`src/rtl/gpr_wb_arbiter_pkg.sv`:
```
// -----------------------------------------------------------------------------
// gpr_wb_arbiter_pkg
// Shared types and constants for the GPR writeback arbiter.
//   - gpr_wb_entry_t : one holding entry {valid, waddr, wdata}
//   - req_id_e       : requester identifier (REQ_EXU, REQ_LSU)
//   - GPR_X0         : index of the hard-wired zero register
// The entry struct is sized for the architectural register file
// (GPR_ADDR_W x GPR_DATA_W); module width parameters must not exceed these.
// -----------------------------------------------------------------------------
package gpr_wb_arbiter_pkg;

    localparam int GPR_ADDR_W = 5;
    localparam int GPR_DATA_W = 64;
    localparam int GPR_X0     = 0;

    typedef enum logic {
        REQ_EXU = 1'b0,
        REQ_LSU = 1'b1
    } req_id_e;

    typedef struct packed {
        logic                  valid;
        logic [GPR_ADDR_W-1:0] waddr;
        logic [GPR_DATA_W-1:0] wdata;
    } gpr_wb_entry_t;

    // The requester that did not win a contended grant.
    function automatic req_id_e other_req(input req_id_e id);
        return (id == REQ_EXU) ? REQ_LSU : REQ_EXU;
    endfunction

endpackage

```
`src/rtl/gpr_wb_slot.sv`:
```
// -----------------------------------------------------------------------------
// gpr_wb_slot
// One writeback holding entry: captures a request, clears when its write is
// granted, and compares its target index against a hazard query.
// Ports:
//   clk, rst      : clock, synchronous active-high reset
//   i_load        : handshake completed this cycle (capture request)
//   i_clear       : entry granted to the register file this cycle
//   i_waddr/wdata : request payload
//   i_q_addr      : hazard query index
//   o_valid/o_waddr/o_wdata : held entry contents
//   o_q_match     : held entry targets i_q_addr (never for x0)
// -----------------------------------------------------------------------------
module gpr_wb_slot
    import gpr_wb_arbiter_pkg::*;
#(
    parameter int ADDR_WIDTH = GPR_ADDR_W,
    parameter int DATA_WIDTH = GPR_DATA_W
) (
    input  logic                  clk,
    input  logic                  rst,
    input  logic                  i_load,
    input  logic                  i_clear,
    input  logic [ADDR_WIDTH-1:0] i_waddr,
    input  logic [DATA_WIDTH-1:0] i_wdata,
    input  logic [ADDR_WIDTH-1:0] i_q_addr,
    output logic                  o_valid,
    output logic [ADDR_WIDTH-1:0] o_waddr,
    output logic [DATA_WIDTH-1:0] o_wdata,
    output logic                  o_q_match
);

    gpr_wb_entry_t r_entry;
    logic          w_is_x0;

    assign w_is_x0 = (i_waddr == ADDR_WIDTH'(GPR_X0));

    // A load can coincide with a clear (drain-and-refill); the load wins.
    // Writes to x0 complete the handshake but leave the entry empty.
    always_ff @(posedge clk) begin
        if (rst) begin
            r_entry <= '0;
        end else if (i_load) begin
            r_entry.valid <= !w_is_x0;
            r_entry.waddr <= GPR_ADDR_W'(i_waddr);
            r_entry.wdata <= GPR_DATA_W'(i_wdata);
        end else if (i_clear) begin
            r_entry.valid <= 1'b0;
        end
    end

    assign o_valid   = r_entry.valid;
    assign o_waddr   = ADDR_WIDTH'(r_entry.waddr);
    assign o_wdata   = DATA_WIDTH'(r_entry.wdata);
    assign o_q_match = r_entry.valid
                    && (i_q_addr != ADDR_WIDTH'(GPR_X0))
                    && (ADDR_WIDTH'(r_entry.waddr) == i_q_addr);

endmodule

```
`src/rtl/gpr_wb_arbiter.sv`:
```
// -----------------------------------------------------------------------------
// gpr_wb_arbiter
// Merges EXU and LSU writeback requests onto a single register-file write port.
// Each requester owns one holding entry; one entry is granted per cycle.
// Ports:
//   clk, rst                          : clock, synchronous active-high reset
//   exu_valid/ready/waddr/wdata       : EXU writeback request (valid/ready)
//   lsu_valid/ready/waddr/wdata       : LSU writeback request (valid/ready)
//   rf_wen/rf_waddr/rf_wdata          : register-file write port
//   q_addr / q_hit                    : hazard query against held entries
//   grant_lsu                         : current rf write comes from LSU entry
// Configuration macro:
//   GPR_WB_ARB_RR_EN : when defined, different-index conflicts are resolved
//                      round-robin; otherwise the LSU always wins them.
// Equal-index conflicts always go to the older entry so the register ends up
// with the later program-order value.
// -----------------------------------------------------------------------------
module gpr_wb_arbiter
    import gpr_wb_arbiter_pkg::*;
#(
    parameter int ADDR_WIDTH = 5,
    parameter int DATA_WIDTH = 64
) (
    input  logic                  clk,
    input  logic                  rst,
    input  logic                  exu_valid,
    output logic                  exu_ready,
    input  logic [ADDR_WIDTH-1:0] exu_waddr,
    input  logic [DATA_WIDTH-1:0] exu_wdata,
    input  logic                  lsu_valid,
    output logic                  lsu_ready,
    input  logic [ADDR_WIDTH-1:0] lsu_waddr,
    input  logic [DATA_WIDTH-1:0] lsu_wdata,
    output logic                  rf_wen,
    output logic [ADDR_WIDTH-1:0] rf_waddr,
    output logic [DATA_WIDTH-1:0] rf_wdata,
    input  logic [ADDR_WIDTH-1:0] q_addr,
    output logic                  q_hit,
    output logic                  grant_lsu
);

    // Index 0 = EXU, index 1 = LSU throughout.
    logic [1:0]            w_req_valid;
    logic [ADDR_WIDTH-1:0] w_req_waddr [2];
    logic [DATA_WIDTH-1:0] w_req_wdata [2];
    logic [1:0]            w_ready;
    logic [1:0]            w_fire;
    logic [1:0]            w_cap;
    logic [1:0]            w_grant;
    logic [1:0]            w_held;
    logic [1:0]            w_q_match;
    logic [ADDR_WIDTH-1:0] w_held_waddr [2];
    logic [DATA_WIDTH-1:0] w_held_wdata [2];

    logic                  w_any_grant;
    req_id_e               w_grant_id;
    req_id_e               w_diff_pick;
    req_id_e               r_older;

    assign w_req_valid    = {lsu_valid, exu_valid};
    assign w_req_waddr[0] = exu_waddr;
    assign w_req_waddr[1] = lsu_waddr;
    assign w_req_wdata[0] = exu_wdata;
    assign w_req_wdata[1] = lsu_wdata;

    genvar gi;
    generate
        for (gi = 0; gi < 2; gi++) begin : g_slot
            // Ready when empty or being drained this cycle; never in reset.
            assign w_ready[gi] = !rst && (!w_held[gi] || w_grant[gi]);
            assign w_fire[gi]  = w_req_valid[gi] && w_ready[gi];
            // Only non-x0 transfers create a held entry.
            assign w_cap[gi]   = w_fire[gi] && (w_req_waddr[gi] != ADDR_WIDTH'(GPR_X0));

            gpr_wb_slot #(
                .ADDR_WIDTH (ADDR_WIDTH),
                .DATA_WIDTH (DATA_WIDTH)
            ) u_slot (
                .clk       (clk),
                .rst       (rst),
                .i_load    (w_fire[gi]),
                .i_clear   (w_grant[gi]),
                .i_waddr   (w_req_waddr[gi]),
                .i_wdata   (w_req_wdata[gi]),
                .i_q_addr  (q_addr),
                .o_valid   (w_held[gi]),
                .o_waddr   (w_held_waddr[gi]),
                .o_wdata   (w_held_wdata[gi]),
                .o_q_match (w_q_match[gi])
            );
        end
    endgenerate

    // Grant selection over held entries only, so ready never depends on valid.
    always_comb begin
        w_any_grant = 1'b0;
        w_grant_id  = REQ_EXU;
        if (!rst) begin
            if (w_held[0] && w_held[1]) begin
                w_any_grant = 1'b1;
                w_grant_id  = (w_held_waddr[0] == w_held_waddr[1]) ? r_older : w_diff_pick;
            end else if (w_held[1]) begin
                w_any_grant = 1'b1;
                w_grant_id  = REQ_LSU;
            end else if (w_held[0]) begin
                w_any_grant = 1'b1;
                w_grant_id  = REQ_EXU;
            end
        end
    end

    assign w_grant[0] = w_any_grant && (w_grant_id == REQ_EXU);
    assign w_grant[1] = w_any_grant && (w_grant_id == REQ_LSU);

    // Age tracking: a new LSU capture is never older than a held EXU entry
    // (same-edge captures count EXU first); a lone new EXU capture is younger
    // than whatever the LSU already holds. When the other entry is empty the
    // flag value is irrelevant.
    always_ff @(posedge clk) begin
        if (rst) begin
            r_older <= REQ_EXU;
        end else if (w_cap[1]) begin
            r_older <= REQ_EXU;
        end else if (w_cap[0]) begin
            r_older <= REQ_LSU;
        end
    end

`ifdef GPR_WB_ARB_RR_EN
    req_id_e r_rr_ptr;
    logic    w_contended;

    assign w_contended = w_held[0] && w_held[1] && !rst;

    // After any contended grant the pointer moves to the loser.
    always_ff @(posedge clk) begin
        if (rst) begin
            r_rr_ptr <= REQ_LSU;
        end else if (w_contended) begin
            r_rr_ptr <= other_req(w_grant_id);
        end
    end

    assign w_diff_pick = r_rr_ptr;
`else
    assign w_diff_pick = REQ_LSU;
`endif

    assign exu_ready = w_ready[0];
    assign lsu_ready = w_ready[1];
    assign rf_wen    = w_any_grant;
    assign grant_lsu = w_grant[1];
    assign rf_waddr  = w_any_grant ? w_held_waddr[w_grant_id] : '0;
    assign rf_wdata  = w_any_grant ? w_held_wdata[w_grant_id] : '0;
    assign q_hit     = !rst && (|w_q_match);

endmodule
```
`config.mk`:
```
export PLATFORM = sky130hd
export DESIGN_NAME = gpr_wb_arbiter
export DESIGN_NICKNAME = d
export VERILOG_FILES = /design/src/rtl/gpr_wb_arbiter_pkg.sv /design/src/rtl/gpr_wb_slot.sv /design/src/rtl/gpr_wb_arbiter.sv
export SDC_FILE = /design/constraint.sdc
export NUM_CORES = 1
export LEC_CHECK = 0
export CAP_MARGIN = 20
export CORE_AREA = 3 3 148 150
export CTS_CLUSTER_SIZE = 30
export DETAILED_ROUTE_END_ITERATION = 12
export DIE_AREA = 0 0 151 153
export GPL_TIMING_DRIVEN = 0
export SLEW_MARGIN = 20
export SYNTH_ARGS = -nofsm -noshare
export SYNTH_HDL_FRONTEND = slang
export SYNTH_SLANG_ARGS = --single-unit
```
`constraint.sdc`:
```
create_clock -name clk -period 1.9 [get_ports clk]
set_input_delay 0.38 -clock clk [delete_from_list [all_inputs] [get_ports clk]]
set_output_delay 0.38 -clock clk [all_outputs]
set_load 0.005 [all_outputs]
```
== After elaboration in Yosys (flattened, before gate mapping) ==
Cells that the tools add are included.
Word-level totals
  flip-flop bits (word level): 141
  bits of input ports: 147
  output and inout bits: 74
  logic and storage cells: 63
Operators by class
  $lt $le $gt $ge: 1
  equal/unequal tests: 3
  muxes and demuxes: 20
  bitwise operators: 2
  reductions and logical operators: 30
Operators by type and width (number)
  2-to-1 mux 64 bit: 4
  2-to-1 mux 5 bit: 4
  equality test 5 bit: 3
  nonzero test 5 bit: 3
  logical AND 1 bit: 14
  2-to-1 mux 1 bit: 12
  logical NOT 5 bit: 2
  logical NOT 1 bit: 5
  nonzero test 2 bit: 2
  OR reduction 2 bit: 2
  >= comparator 2 bit, second input constant: 1
  logical OR 1 bit: 2
  inverter 1 -> 2 bit: 1
  inverter 1 bit: 1

== Depth between registers and ports, before layout ==
  depth in word-level cells: 10
  gate-level depth with buffers: 9
  mapped depth without buffers: 5

== By module ==
From an unflattened synthesis, not the netlist that was laid out.
Unflattened totals
  cells, all modules: 737
  area, all modules: 6621.4 um^2
Modules (own cells, without submodules)
  gpr_wb_slot: instances 2, cells an instance 238, area an instance 2532.4 um^2, sequential area each 1401.3 um^2
  gpr_wb_arbiter: instances 1, cells an instance 261, area an instance 1556.5 um^2, sequential area each 20.0 um^2

== Worst setup path after synthesis ==
Ideal clock, no wire load.
  kind: register to output
  from: register g_slot[0].u_slot.r_entry, in the netlist g_slot[0].u_slot.o_valid
  to: output port exu_ready
  data arrival time: 1.493 ns
  data required time: 1.520 ns
  path slack: 0.027 ns
  stages on the path, launching flop included: 8
  buffers on the path: 3
  path through: dfxtp_1 > buf_4 > and2b_1 > nand4_2 > o211a_4 > buf_6 > clkbuf_1 > a21oi_1
Between the ends
  word-level cells in the longest chain between the ends: 7
  elaborated cells between the ends (all ways): 12
  those cells by class: mux: 6; bitwise: 1; reduce/logical: 5
RTL lines
  from (decl): line gpr_wb_slot.sv:33  | gpr_wb_entry_t r_entry;
  2-to-1 mux 1 bit / logical AND 1 bit (equally long branches): line gpr_wb_arbiter.sv:105, gpr_wb_arbiter.sv:99
  2-to-1 mux 1 bit, on equally long branches: line gpr_wb_arbiter.sv:102, gpr_wb_arbiter.sv:99
  2-to-1 mux 1 bit, on equally long branches: line gpr_wb_arbiter.sv:99, gpr_wb_arbiter.sv:98
  2-to-1 mux 1 bit / inverter 1 bit (equally long branches): line gpr_wb_arbiter.sv:98, gpr_wb_arbiter.sv:112
  logical AND 1 bit: line gpr_wb_arbiter.sv:112  | assign w_grant[0] = w_any_grant && (w_grant_id == REQ_EXU);
  logical OR 1 bit (*): line gpr_wb_arbiter.sv:70  | assign w_ready[gi] = !rst && (!w_held[gi] || w_grant[gi]);
  logical AND 1 bit (*): line gpr_wb_arbiter.sv:70
  to (decl): line gpr_wb_arbiter.sv:27  | output logic exu_ready,
Every way passes the cells marked *; elsewhere a longest branch is shown, timed or not.

== Final worst setup path ==
  from: register g_slot[0].u_slot.r_entry, in the netlist g_slot[0].u_slot.o_waddr[4]
  to: output port rf_wdata[7]
Between the ends
  word-level cells in the longest chain between the ends: 9
RTL lines
  equality test 5 bit: line gpr_wb_arbiter.sv:101  | w_grant_id = (w_held_waddr[0] == w_held_waddr[1]) ? r_older : w_diff_pick;
  2-to-1 mux 1 bit: line gpr_wb_arbiter.sv:101
  2-to-1 mux 1 bit: line gpr_wb_arbiter.sv:99  | if (w_held[0] && w_held[1]) begin
  2-to-1 mux 1 bit: line gpr_wb_arbiter.sv:98  | if (!rst) begin
  inverter 1 -> 2 bit (implied by the code): line gpr_wb_arbiter.sv:154  | assign rf_wdata = w_any_grant ? w_held_wdata[w_grant_id] : '0;
  2-to-1 mux 64 bit (implied by the code) (3 in a row): line gpr_wb_arbiter.sv:154
  2-to-1 mux 64 bit: line gpr_wb_arbiter.sv:154
  to (decl): line gpr_wb_arbiter.sv:36  | output logic [DATA_WIDTH-1:0] rf_wdata,
No other way between the ends. The select of a mux whose other input is x is not followed.

==> results by group <==
Placement
  • Port buffer count: about 220
  • RePlAce Congestion: between 0.8 and 0.9
  • Setup WS pre-CTS: -1.26 ns
  • Hpwl dp: 14.8 mm

Setup path
  • Data arrival time of the worst path: about 2.1 ns
  • WS Path Type: flip-flop to output port
  • CP endpoint kind: output port
  • Worst EP required: 1.52 ns
  • Critical-path maximum fanout: 6
  • CP Launch Type: flip-flop

Global route
  • Total grt overflow: 0
  • Vias in the first global route: 6,122
  • Pin count of the biggest net entering global routing: 17
  • Overall routing resource usage: 0.189
  • First-pass GRT wire length: between 30 and 40 mm
  • Initial antenna violation count: 2

Clock tree
  • # H-tree levels: 4
  • Clock Latency Late Sink: 0.42 ns
  • CTS tree: built
  • CTS Root Cell: clkbuf_16
  • CTS sink cnt: ~140
  • CTS clk-pin slew, worst paths: 0.06 ns
  • Num CTS Buffers: 17
  • Clock Path Buffers: 2
  • Hold Buf Count CTS: 0

Logic synthesis
  • Sequential-to-total area share from yosys stat: 0.488
  • Synth Register Bits: between 100 and 150
  • Ys flop type: dfxtp_1
  • Top cell type's share of synthesized area: 0.488
  • Synth Area per Inst: between 7 and 8 um^2
  • Synth top area cells: dfxtp_1 49%, nand2_1 18%, a22o_1 10%
  • Yosys top cell by area: dfxtp_1
  • Post-synthesis cell type count: 27
  • EDFF count, synth: 0
  • Synth Instances: 736
  • Syn_nets: 883
  • Synth async-reset ratio: 0
  • Yosys warnings: 0
  • Cell Area, Synth: approximately 5800 um^2

Run
  • Max-cap violations: 0

Timing
  • Final hold vios: 0
  • RSZ-0062 raised after global routing: yes
  • Setup ws final: -0.591 ns
  • Final Slew Violations: 0
  • Fmax: 401 MHz
  • Minimum clock period: 2.49 ns
  • Worst Tran Pin Value: 0.659 ns
  • Max Clock Skew: 0.00848 ns
  • Final setup violation count: 173
  • Final Cycle Share: 1.31
  • Max_slew headroom: 0.561
  • Final TNS setup: -49.61 ns
  • Hold Slack: approximately 0.46 ns

Floorplanning
  • Die area: 23,100 um^2
  • Std cell rows: 53
  • # IOs: 221
  • Die Y: ~150 um
  • Core ar.: 20,800 um^2
  • Starting density of the core: 0.278
  • Chip Width: 151 um

Layout
  • Share of cells above drive strength 1: 0.341
  • Storage cell area: 2860 um^2
  • Area of the multi-input gates: 3400 um^2
  • Fill cells: 1,989
  • Area Growth Syn to Fin: 81.5%
  • NumNets Final: 1,172

Power
  • PwrDens: 779 nW/um^2
  • LEAKAGE: 4.68 nW
  • Worst VDD drop: 502 uV

Route
  • DRT iter0 DRCs: 240
  • First-pass detailed-route iteration total: 4
  • Vias per cell: 4.68
  • Routed Antenna Nets: 0
  • DRT Wirelength: 22.4 mm
  • Mean routed wirelength per cell: 17.1 um
  • Via Count: 6,155
  • Drc violations: 0

Min path
  • Tightest Hold Check Type: flip-flop to flip-flop

Status
  • Status: finished, violations left
  • Failing checks: setup timing
timing repair:
action	CTS	global route
endpoints found under the setup margin	212	212
gates resized for setup	582	201
setup buffers	27	15
pin swaps	100	56
cloned	17	1
cells by family after synthesis:
kind of cell,count (synthesis),synth area share
XOR/XNOR,15,0.0227
AND/OR/NAND/NOR,293,0.196
AO/OA/AOI/OAI,222,0.244
buffers and inverters,65,0.0489
flip-flops,141,0.488
synthesized netlist by cell type, types with 2 or more instances:
cell type / n
buf_4: 2
a21oi_1: 76
nor2_1: 4
buf_6: 3
dfxtp_1: 141
or4_1: 3
nand3_1: 2
a22o_1: 69
inv_1: 2
nand2_1: 278
nor4_1: 2
buf_2: 7
xor2_1: 8
o21ai_0: 71
xnor2_1: 7
clkbuf_1: 49
buf_1: 2
worst paths after layout:
path | start | to | slack [ns] | depth (start not counted)
hold / removal | g_slot[1].u_slot.o_wdata[41] | g_slot[1].u_slot.o_wdata[41] | 0.46 | 2
setup reg to reg | g_slot[0].u_slot.o_waddr[4] | g_slot[0].u_slot.o_wdata[57] | -0.28 | 10
setup / recovery | g_slot[0].u_slot.o_waddr[4] | rf_wdata[7] | -0.59 | 9
hold reg to reg | g_slot[1].u_slot.o_wdata[41] | g_slot[1].u_slot.o_wdata[41] | 0.46 | 2
cells in the final DEF (no fill, tap or decap), drive strengths merged:
cell type,n
nand2,278
buf,157
clkdlybuf4s50,142
dfxtp,141
a21oi,76
o21ai,71
a22o,69
clkbuf,50
xor2,8
xnor2,7
inv,5
nor2,4
or4,3
clkinvlp,3
bufinv,3
dlygate4sd2,3
clkinv,3
diode,2
nor4,2
nand3,2
and2b,1
nand4,1
o211a,1
o31a,1
o31ai,1
o2bb2ai,1
o211ai,1
and3,1
o21a,1
nor3,1
clkdlybuf4s15,1
power by group:
group          total, mW  internal, mW  switching (mW)  leakage, nW
sequential          3.28          3.14           0.142         1.17
combinational       1.40         0.799           0.598         3.23
clock               3.50          2.12            1.38        0.288
total               8.17          6.05            2.12         4.68
registers in the layout, indices dropped and copies added (netlist names):
name and cells:
g_slot.u_slot.o_waddr 10, g_slot.u_slot.o_wdata 128, r_older 1, g_slot.u_slot.o_valid 2
routing by layer:
layer  vias to the layer above  wire [um]  track usage
li1                       3083          -            -
met1                      2879       9940        0.246
met2                       171      10700        0.306
met3                        20       1540       0.0608
met4                         2        208       0.0436
met5                         -         13            0
final cells by class:
type,instances,share of cell area
plain buffers,57,0.0621
inverters,2,0.000716
multi-input cells,530,0.324
flip-flops and latches,141,0.272
well taps,275,0.0328
diodes,2,0.000477
clock buffers,20,0.0426
clock inverters,12,0.0154
repair buffers,276,0.249
critical path: stages, from the launching register on:
cell      delay (ns)
dfxtp_4         0.37
xnor2_4         0.18
nand4_4         0.13
o211a_4         0.30
buf_12          0.15
buf_12          0.15
clkbuf_8        0.16
nand2_1         0.07
o21ai_1         0.06
buf_2           0.13
through the flow:
| stage | util | std cells | power (mW) | area (um^2) |
|---|---|---|---|---|
| global route | 0.504 | 1314 | 8.53 | 10500 |
| CTS | 0.477 | 1303 | 8.13 | 9930 |
| finish | 0.504 | 1315 | 8.17 | 10500 |
| detailed placement | 0.399 | 1230 | 4.33 | 8320 |
| global placement | 0.399 | 1230 | 4.33 | 8320 |
| floorplan | - | 736 | 3.73 | 5780 |
(Power assumes the default switching activity.)
